**src/rtl/mul_seq_pkg.sv**
```systemverilog
`default_nettype none
// ============================================================================
// Module  : mul_seq_pkg
// Purpose : Shared constants for the sequential shift-add multiplier:
//           default operand width, FSM state encodings and the counter
//           width helper.
// Ports   : none (package)
// Revision: 1.0 - initial release
// ============================================================================
package mul_seq_pkg;

  localparam int XLEN_DEF = 32;

  // FSM state encodings
  localparam logic [1:0] S_IDLE = 2'd0;
  localparam logic [1:0] S_BUSY = 2'd1;
  localparam logic [1:0] S_DONE = 2'd2;

  // One extra bit so the counter can hold the value XLEN without wrapping.
  function automatic int cnt_width(input int xlen);
    return $clog2(xlen) + 1;
  endfunction

  localparam int CNT_W_DEF = cnt_width(XLEN_DEF);

endpackage
`default_nettype wire

```
**src/rtl/mul_seq_dp.sv**
```systemverilog
`default_nettype none
// ============================================================================
// Module  : mul_seq_dp
// Purpose : Shift-add datapath: multiplicand, multiplier and accumulator
//           registers plus the accumulating adder.
// Ports   : clk_i, rst_i (async, active-low)
//           load_i          - capture a_i/b_i, clear accumulator
//           step_i          - perform one shift-add iteration
//           a_i, b_i        - operands
//           acc_o           - accumulator (product once finished)
//           mplier_done_o   - multiplier becomes zero after this step
// Revision: 1.0 - initial release
// ============================================================================
module mul_seq_dp
  import mul_seq_pkg::*;
#(
  parameter int XLEN = XLEN_DEF
) (
  input  logic            clk_i,
  input  logic            rst_i,
  input  logic            load_i,
  input  logic            step_i,
  input  logic [XLEN-1:0] a_i,
  input  logic [XLEN-1:0] b_i,
  output logic [XLEN-1:0] acc_o,
  output logic            mplier_done_o
);

  logic [XLEN-1:0] mcand_q, mcand_d;
  logic [XLEN-1:0] mplier_q, mplier_d;
  logic [XLEN-1:0] acc_q, acc_d;

  always_comb begin
    mcand_d  = mcand_q;
    mplier_d = mplier_q;
    acc_d    = acc_q;
    if (load_i) begin
      mcand_d  = a_i;
      mplier_d = b_i;
      acc_d    = '0;
    end else if (step_i) begin
      // Adder wraps modulo 2^XLEN; only the low product bits are kept.
      acc_d    = acc_q + (mplier_q[0] ? mcand_q : '0);
      mcand_d  = mcand_q << 1;
      mplier_d = mplier_q >> 1;
    end
  end

  always_ff @(posedge clk_i or negedge rst_i) begin
    if (!rst_i) begin
      mcand_q  <= '0;
      mplier_q <= '0;
      acc_q    <= '0;
    end else begin
      mcand_q  <= mcand_d;
      mplier_q <= mplier_d;
      acc_q    <= acc_d;
    end
  end

  assign acc_o = acc_q;
  // Early-out: the multiplier after the current shift has no set bits left.
  assign mplier_done_o = (mplier_q[XLEN-1:1] == '0);

endmodule
`default_nettype wire

```
**src/rtl/mul_seq.sv**
```systemverilog
`default_nettype none
// ============================================================================
// Module  : mul_seq
// Purpose : Sequential unsigned multiplier (low XLEN bits) with valid/ready
//           request and response handshakes, early-out and pipeline flush.
// Ports   : clk_i, rst_i (async, active-low)
//           req_valid_i / req_ready_o - request handshake, operands a_i, b_i
//           rsp_valid_o / rsp_ready_i - response handshake, product result_o
//           flush_i                   - abort, returns to IDLE next edge
//           busy_o                    - FSM not idle (pipeline stall)
// Revision: 1.0 - initial release
// ============================================================================
module mul_seq
  import mul_seq_pkg::*;
#(
  parameter int XLEN = XLEN_DEF
) (
  input  logic            clk_i,
  input  logic            rst_i,
  input  logic            req_valid_i,
  output logic            req_ready_o,
  input  logic [XLEN-1:0] a_i,
  input  logic [XLEN-1:0] b_i,
  input  logic            flush_i,
  output logic            rsp_valid_o,
  input  logic            rsp_ready_i,
  output logic [XLEN-1:0] result_o,
  output logic            busy_o
);

  localparam int CNT_W = cnt_width(XLEN);
  localparam logic [CNT_W-1:0] c_CNT_MAX = CNT_W'(XLEN);
  localparam logic [CNT_W-1:0] c_CNT_ONE = CNT_W'(1);

  logic [1:0]       state_q, state_d;
  logic [CNT_W-1:0] cnt_q, cnt_d;
  logic [CNT_W-1:0] w_cnt_inc;
  logic             w_load;
  logic             w_step;
  logic             w_mplier_done;
  logic [XLEN-1:0]  w_acc;

  assign w_cnt_inc = cnt_q + c_CNT_ONE;

  always_comb begin
    state_d = state_q;
    cnt_d   = cnt_q;
    w_load  = 1'b0;
    w_step  = 1'b0;
    // Flush wins over accept, iteration and response handshake.
    if (flush_i) begin
      state_d = S_IDLE;
    end else begin
      case (state_q)
        S_IDLE: begin
          if (req_valid_i) begin
            w_load  = 1'b1;
            cnt_d   = '0;
            state_d = S_BUSY;
          end
        end
        S_BUSY: begin
          w_step = 1'b1;
          cnt_d  = w_cnt_inc;
          if (w_mplier_done || (w_cnt_inc == c_CNT_MAX)) begin
            state_d = S_DONE;
          end
        end
        S_DONE: begin
          if (rsp_ready_i) begin
            state_d = S_IDLE;
          end
        end
        default: state_d = S_IDLE;
      endcase
    end
  end

  always_ff @(posedge clk_i or negedge rst_i) begin
    if (!rst_i) begin
      state_q <= S_IDLE;
      cnt_q   <= '0;
    end else begin
      state_q <= state_d;
      cnt_q   <= cnt_d;
    end
  end

  mul_seq_dp #(
    .XLEN (XLEN)
  ) u_dp (
    .clk_i         (clk_i),
    .rst_i         (rst_i),
    .load_i        (w_load),
    .step_i        (w_step),
    .a_i           (a_i),
    .b_i           (b_i),
    .acc_o         (w_acc),
    .mplier_done_o (w_mplier_done)
  );

  assign req_ready_o = (state_q == S_IDLE);
  assign rsp_valid_o = (state_q == S_DONE);
  assign busy_o      = (state_q != S_IDLE);
  assign result_o    = (state_q == S_DONE) ? w_acc : '0;

endmodule
`default_nettype wire
```
**config.mk**
```make
export PLATFORM = sky130hd
export DESIGN_NAME = mul_seq
export DESIGN_NICKNAME = d
export VERILOG_FILES = /design/src/rtl/mul_seq_pkg.sv /design/src/rtl/mul_seq_dp.sv /design/src/rtl/mul_seq.sv
export SDC_FILE = /design/constraint.sdc
export NUM_CORES = 1
export LEC_CHECK = 0
export CORE_MARGIN = 5
export CORE_UTILIZATION = 54
export CTS_CLUSTER_SIZE = 30
export DETAILED_ROUTE_END_ITERATION = 10
export PLACE_DENSITY = 0.77
export SYNTH_ARGS = -nofsm -noshare
export SYNTH_HDL_FRONTEND = slang
export SYNTH_SLANG_ARGS = --single-unit
```
**constraint.sdc**
```tcl
create_clock -name clk_i -period 3.7 [get_ports clk_i]
set_input_delay 1.11 -clock clk_i [delete_from_list [all_inputs] [get_ports clk_i]]
set_output_delay 1.11 -clock clk_i [all_outputs]
set_load 0.01 [all_outputs]
```
==> reports/qor_table.md <==
| Result | Reported |
| --- | --- |
| Routability cong. | 0.924 |
| Remaining DRCs | 0 |
| DR vias | 5694 |
| Fraction of registers with async set/reset | 1.00 |
| Number of register bits inferred by synthesis | 104 |
| Data arrival time at the worst-slack endpoint | 3.38 ns |
| Maximum number of pins on one net before global-route repair | 105 |
| Overall routing resource usage | 0.241 |
| Power per cell area | 537 mW/mm2 |
| Number of placement rows | 39 |
| Final standard cell area without fillers | 0.00780 mm2 |
| Layout Area Growth over Synthesis | 21.6% |
| Final number of hold-violating endpoints | 0 |
| Total placed cells including tap cells | 898 |
| Count of cells along the worst register-to-register path | 11 |
| Share of the synthesized area in the top cell type | 0.406 |
| Die Y-Extent | 119 um |
| Sequential element share of the synthesized area | 0.406 |
| Post-Synthesis Cell Area | 0.00641 mm2 |
| Number of antenna violations at the first check in global routing | 0 |
| First-pass GRT wire length | 28.0 mm |
| Commonest cells in the synthesized netlist | dfrtp_1, inv_1, and2_1, a222oi_1, nand2_1 |
| Warnings from Yosys | 0 |
| Run status | finished, final reports clean |
| Internal power summed over all cells | 2.65 mW |
| Grt total ovfl | 0 |
| Die W | 119 um |
| Number of buffers added on ports | 103 |
| Count of different cell masters after synthesis | 58 |
| Number of cells in the finished layout apart from fillers | 913 |
| Root buffer cell | clkbuf_16 |
| Number of enable-type register cells in the synthesized netlist | 0 |
| Clock tree from TritonCTS | yes |
| Sw frac | 0.369 |
| Via count of the first global-routing pass | 5664 |
| Cell-by-cell listing of the critical path | buf_4, and2_1, ha_1, a21oi_1, o21ai_1, a21oi_1, o21ai_0, o21ai_1, a21oi_1, or3_1, a32o_1 |
| Worst-case clock skew | 0.00644 ns |
| Per-instance average area after synthesis | 9.32 um2 |
| CP Class | reg2reg |
| Total CTS buffers | 9 |
| Clock Path Buffers | 2 |
| Drt total wl | 16.9 mm |
| Biggest area consumer among synthesized cells | dfrtp_1 |
| Class of the tightest hold or removal check | reg2reg |
| Pins Over Slew Limit | 0 |
| Wire length per cell | 18.6 um |
| Kind of launch point of the worst setup path | flip-flop |
| Die area | 0.0142 mm2 |
| Setup repair after global routing missed its margin | no |
| Highest cell delay on the worst timing path | 0.50 ns |
| Max-cap violations | 0 |
| WHS | 0.513 ns |
| Leak pwr | 3.68 nW |
| Number of setup buffers added after CTS | 0 |
| Final Total Pwr | 4.19 mW |
| Antenna Violating Nets Remaining | 0 |
| Initial Util | 0.557 |
| Peak fanout along the critical path | 21 |
| Worst EP required | 3.94 ns |
| Count of cells resized by post-cts repair | 0 |
| Num ports | 104 |
| Sequential cell fraction of total power | 0.427 |
| Top cells by area in the synthesized netlist | dfrtp_1, a222oi_1, and2_1, ha_1, inv_1 |
| CTS Hold Bufs | 0 |
| Clock network fraction of total power | 0.234 |
| TNS Setup | 0 ns |
| Ys flop type | dfrtp_1 |
| Tightest slew margin relative to the limit | 0.493 |
| Net Sw Power | 1.55 mW |
| Number of vias per cell | 6.24 |
| Number of buffers and inverters on the critical path | 1 |
| Kind of capture point of the worst setup path | flip-flop |
| CORE AREA | 0.0115 mm2 |
| Number of search-and-repair iterations in the first detailed-routing pass | 9 |
| Upper clock frequency limit | 0.319 GHz |
| Most frequent cell on the critical path | a21oi_1 |
| Cell with the largest stage delay on the worst path | dfrtp_1 |
| Clock transition at the registers of the reported paths | 0.07 ns |
| Post-synth net total | 790 |
| Transition time of the tightest slew-check pin | 0.757 ns |
| HPWL reported at the end of detailed placement | 12.2 mm |
| Clock latency on the worst-skew pair | 0.35 ns |
| Placed inst area | 0.00750 mm2 |
| Largest vdd supply drop | 0.408 mV |
| Number of diodes | 0 |
| Crit path depth | 11 |
| Instance count along the most critical hold path | 2 |
| DRC violation total after the first TritonRoute iteration | 703 |
| Most frequently used cell type in the post-synthesis netlist | dfrtp_1 |
| Total Nets Final | 868 |
| Final period utilization | 0.847 |
| Gate count of the mapped netlist | 688 |
| Final setup violation count | 0 |
| Final critical path time including I/O delays and setup | 3.13 ns |
| Clock net sink count | 104 |
| Layout cells sized above 1 | 0.0597 |
| Combinational fraction of design power | 0.339 |
| Cell type group with the largest total delay on the critical path | compound AO/OA/AOI/OAI gates |
| H-Tree Level Count | 3 |
| Fill cells | 910 |
==> power groups by stage <==
stage | Sequential, mW | Combinational [mW] | Clock (mW)
after detailed placement | 1.80 | 1.40 | 0
after floorplan | 1.67 | 1.10 | 0
after CTS | 1.78 | 1.41 | 1.00
after global placement | 1.79 | 1.34 | 0
final | 1.79 | 1.42 | 0.981
after global routing | 1.83 | 1.59 | 1.05
==> stage by stage <==
stage,worst slack [ns],utilization
2_1_floorplan,1.05,-
3_3_place_gp,0.717,0.651
3_5_place_dp,0.619,0.651
4_1_cts,0.541,0.677
5_1_grt,0.266,0.677
6_report,0.566,0.677
==> layer usage <==
metal	share of wire	global-route usage	up-vias
li1	-	-	2674
met1	0.41	0.303	2727
met2	0.49	0.400	262
met3	0.089	0.0749	31
met4	0.018	0.0753	0
met5	0	0	-
==> registers in the layout, summed over array words and instances, names as in the netlist <==
register	count
cnt_q	6
state_q	2
u_dp.acc_o	32
u_dp.mcand_q	32
u_dp.mplier_q	32
==> path summary, 6_finish.rpt <==
check	start	to	slack [ns]
max	u_dp.mplier_q[0]$_DFFE_PN0P_	u_dp.acc_o[24]$_DFFE_PN0P_	0.57
min	u_dp.acc_o[9]$_DFFE_PN0P_	u_dp.acc_o[9]$_DFFE_PN0P_	0.51
max reg2reg	u_dp.mplier_q[0]$_DFFE_PN0P_	u_dp.acc_o[24]$_DFFE_PN0P_	0.57
min reg2reg	u_dp.acc_o[9]$_DFFE_PN0P_	u_dp.acc_o[9]$_DFFE_PN0P_	0.51
max in group asynchronous	rst_i	u_dp.mplier_q[4]$_DFFE_PN0P_	2.46
min in group asynchronous	rst_i	u_dp.mplier_q[31]$_DFFE_PN0P_	0.80
==> cells in the final DEF, fill, tap and decap left out, types with 4 or more instances in the layout <==
cell type / count
dfrtp_1: 104
clkdlybuf4s50_1: 102
inv_1: 69
and2_1: 63
a222oi_1: 60
nand2_1: 57
o21ai_0: 45
a21oi_1: 36
ha_1: 32
nor2_1: 18
xnor2_1: 14
nand3_1: 12
xor2_1: 11
a21o_1: 11
clkbuf_16: 9
buf_4: 9
a22o_1: 7
nor4_1: 7
nand4_1: 7
o21bai_1: 7
or3_1: 6
nand2b_1: 6
a31oi_1: 5
a32o_1: 5
and3_1: 4
o21ai_1: 4
o211ai_1: 4
==> layout make-up <==
| type | instances | area, um2 | share of cell area |
|---|---|---|---|
| multi-input combinational | 468 | 3310 | 0.425 |
| clock buffer | 9 | 225 | 0.0289 |
| clock inverter | 6 | 73.8 | 0.00946 |
| sequential | 104 | 2600 | 0.334 |
| inverter | 69 | 259 | 0.0332 |
| timing repair buffer | 114 | 1150 | 0.147 |
| tap | 143 | 179 | 0.0229 |
==> cells by family (layout without fill, tap and decap cells) <==
kind of cell | Yosys count | count (layout) | synth area share
flops | 104 | 104 | 0.406
xor+xnor | 25 | 25 | 0.0341
simple gates | 201 | 201 | 0.171
mux | 2 | 2 | 0.00312
compound gates | 207 | 207 | 0.240
fa+ha+maj | 33 | 33 | 0.0656
buf+inv | 116 | 198 | 0.0808
==> tightest hold or removal path, cell delays in order (launching register included) <==
cell and delay, ns:
dfrtp_1 0.36, nand2_1 0.05, o21ai_0 0.06
No activity file was read; power rests on OpenSTA's default activity.
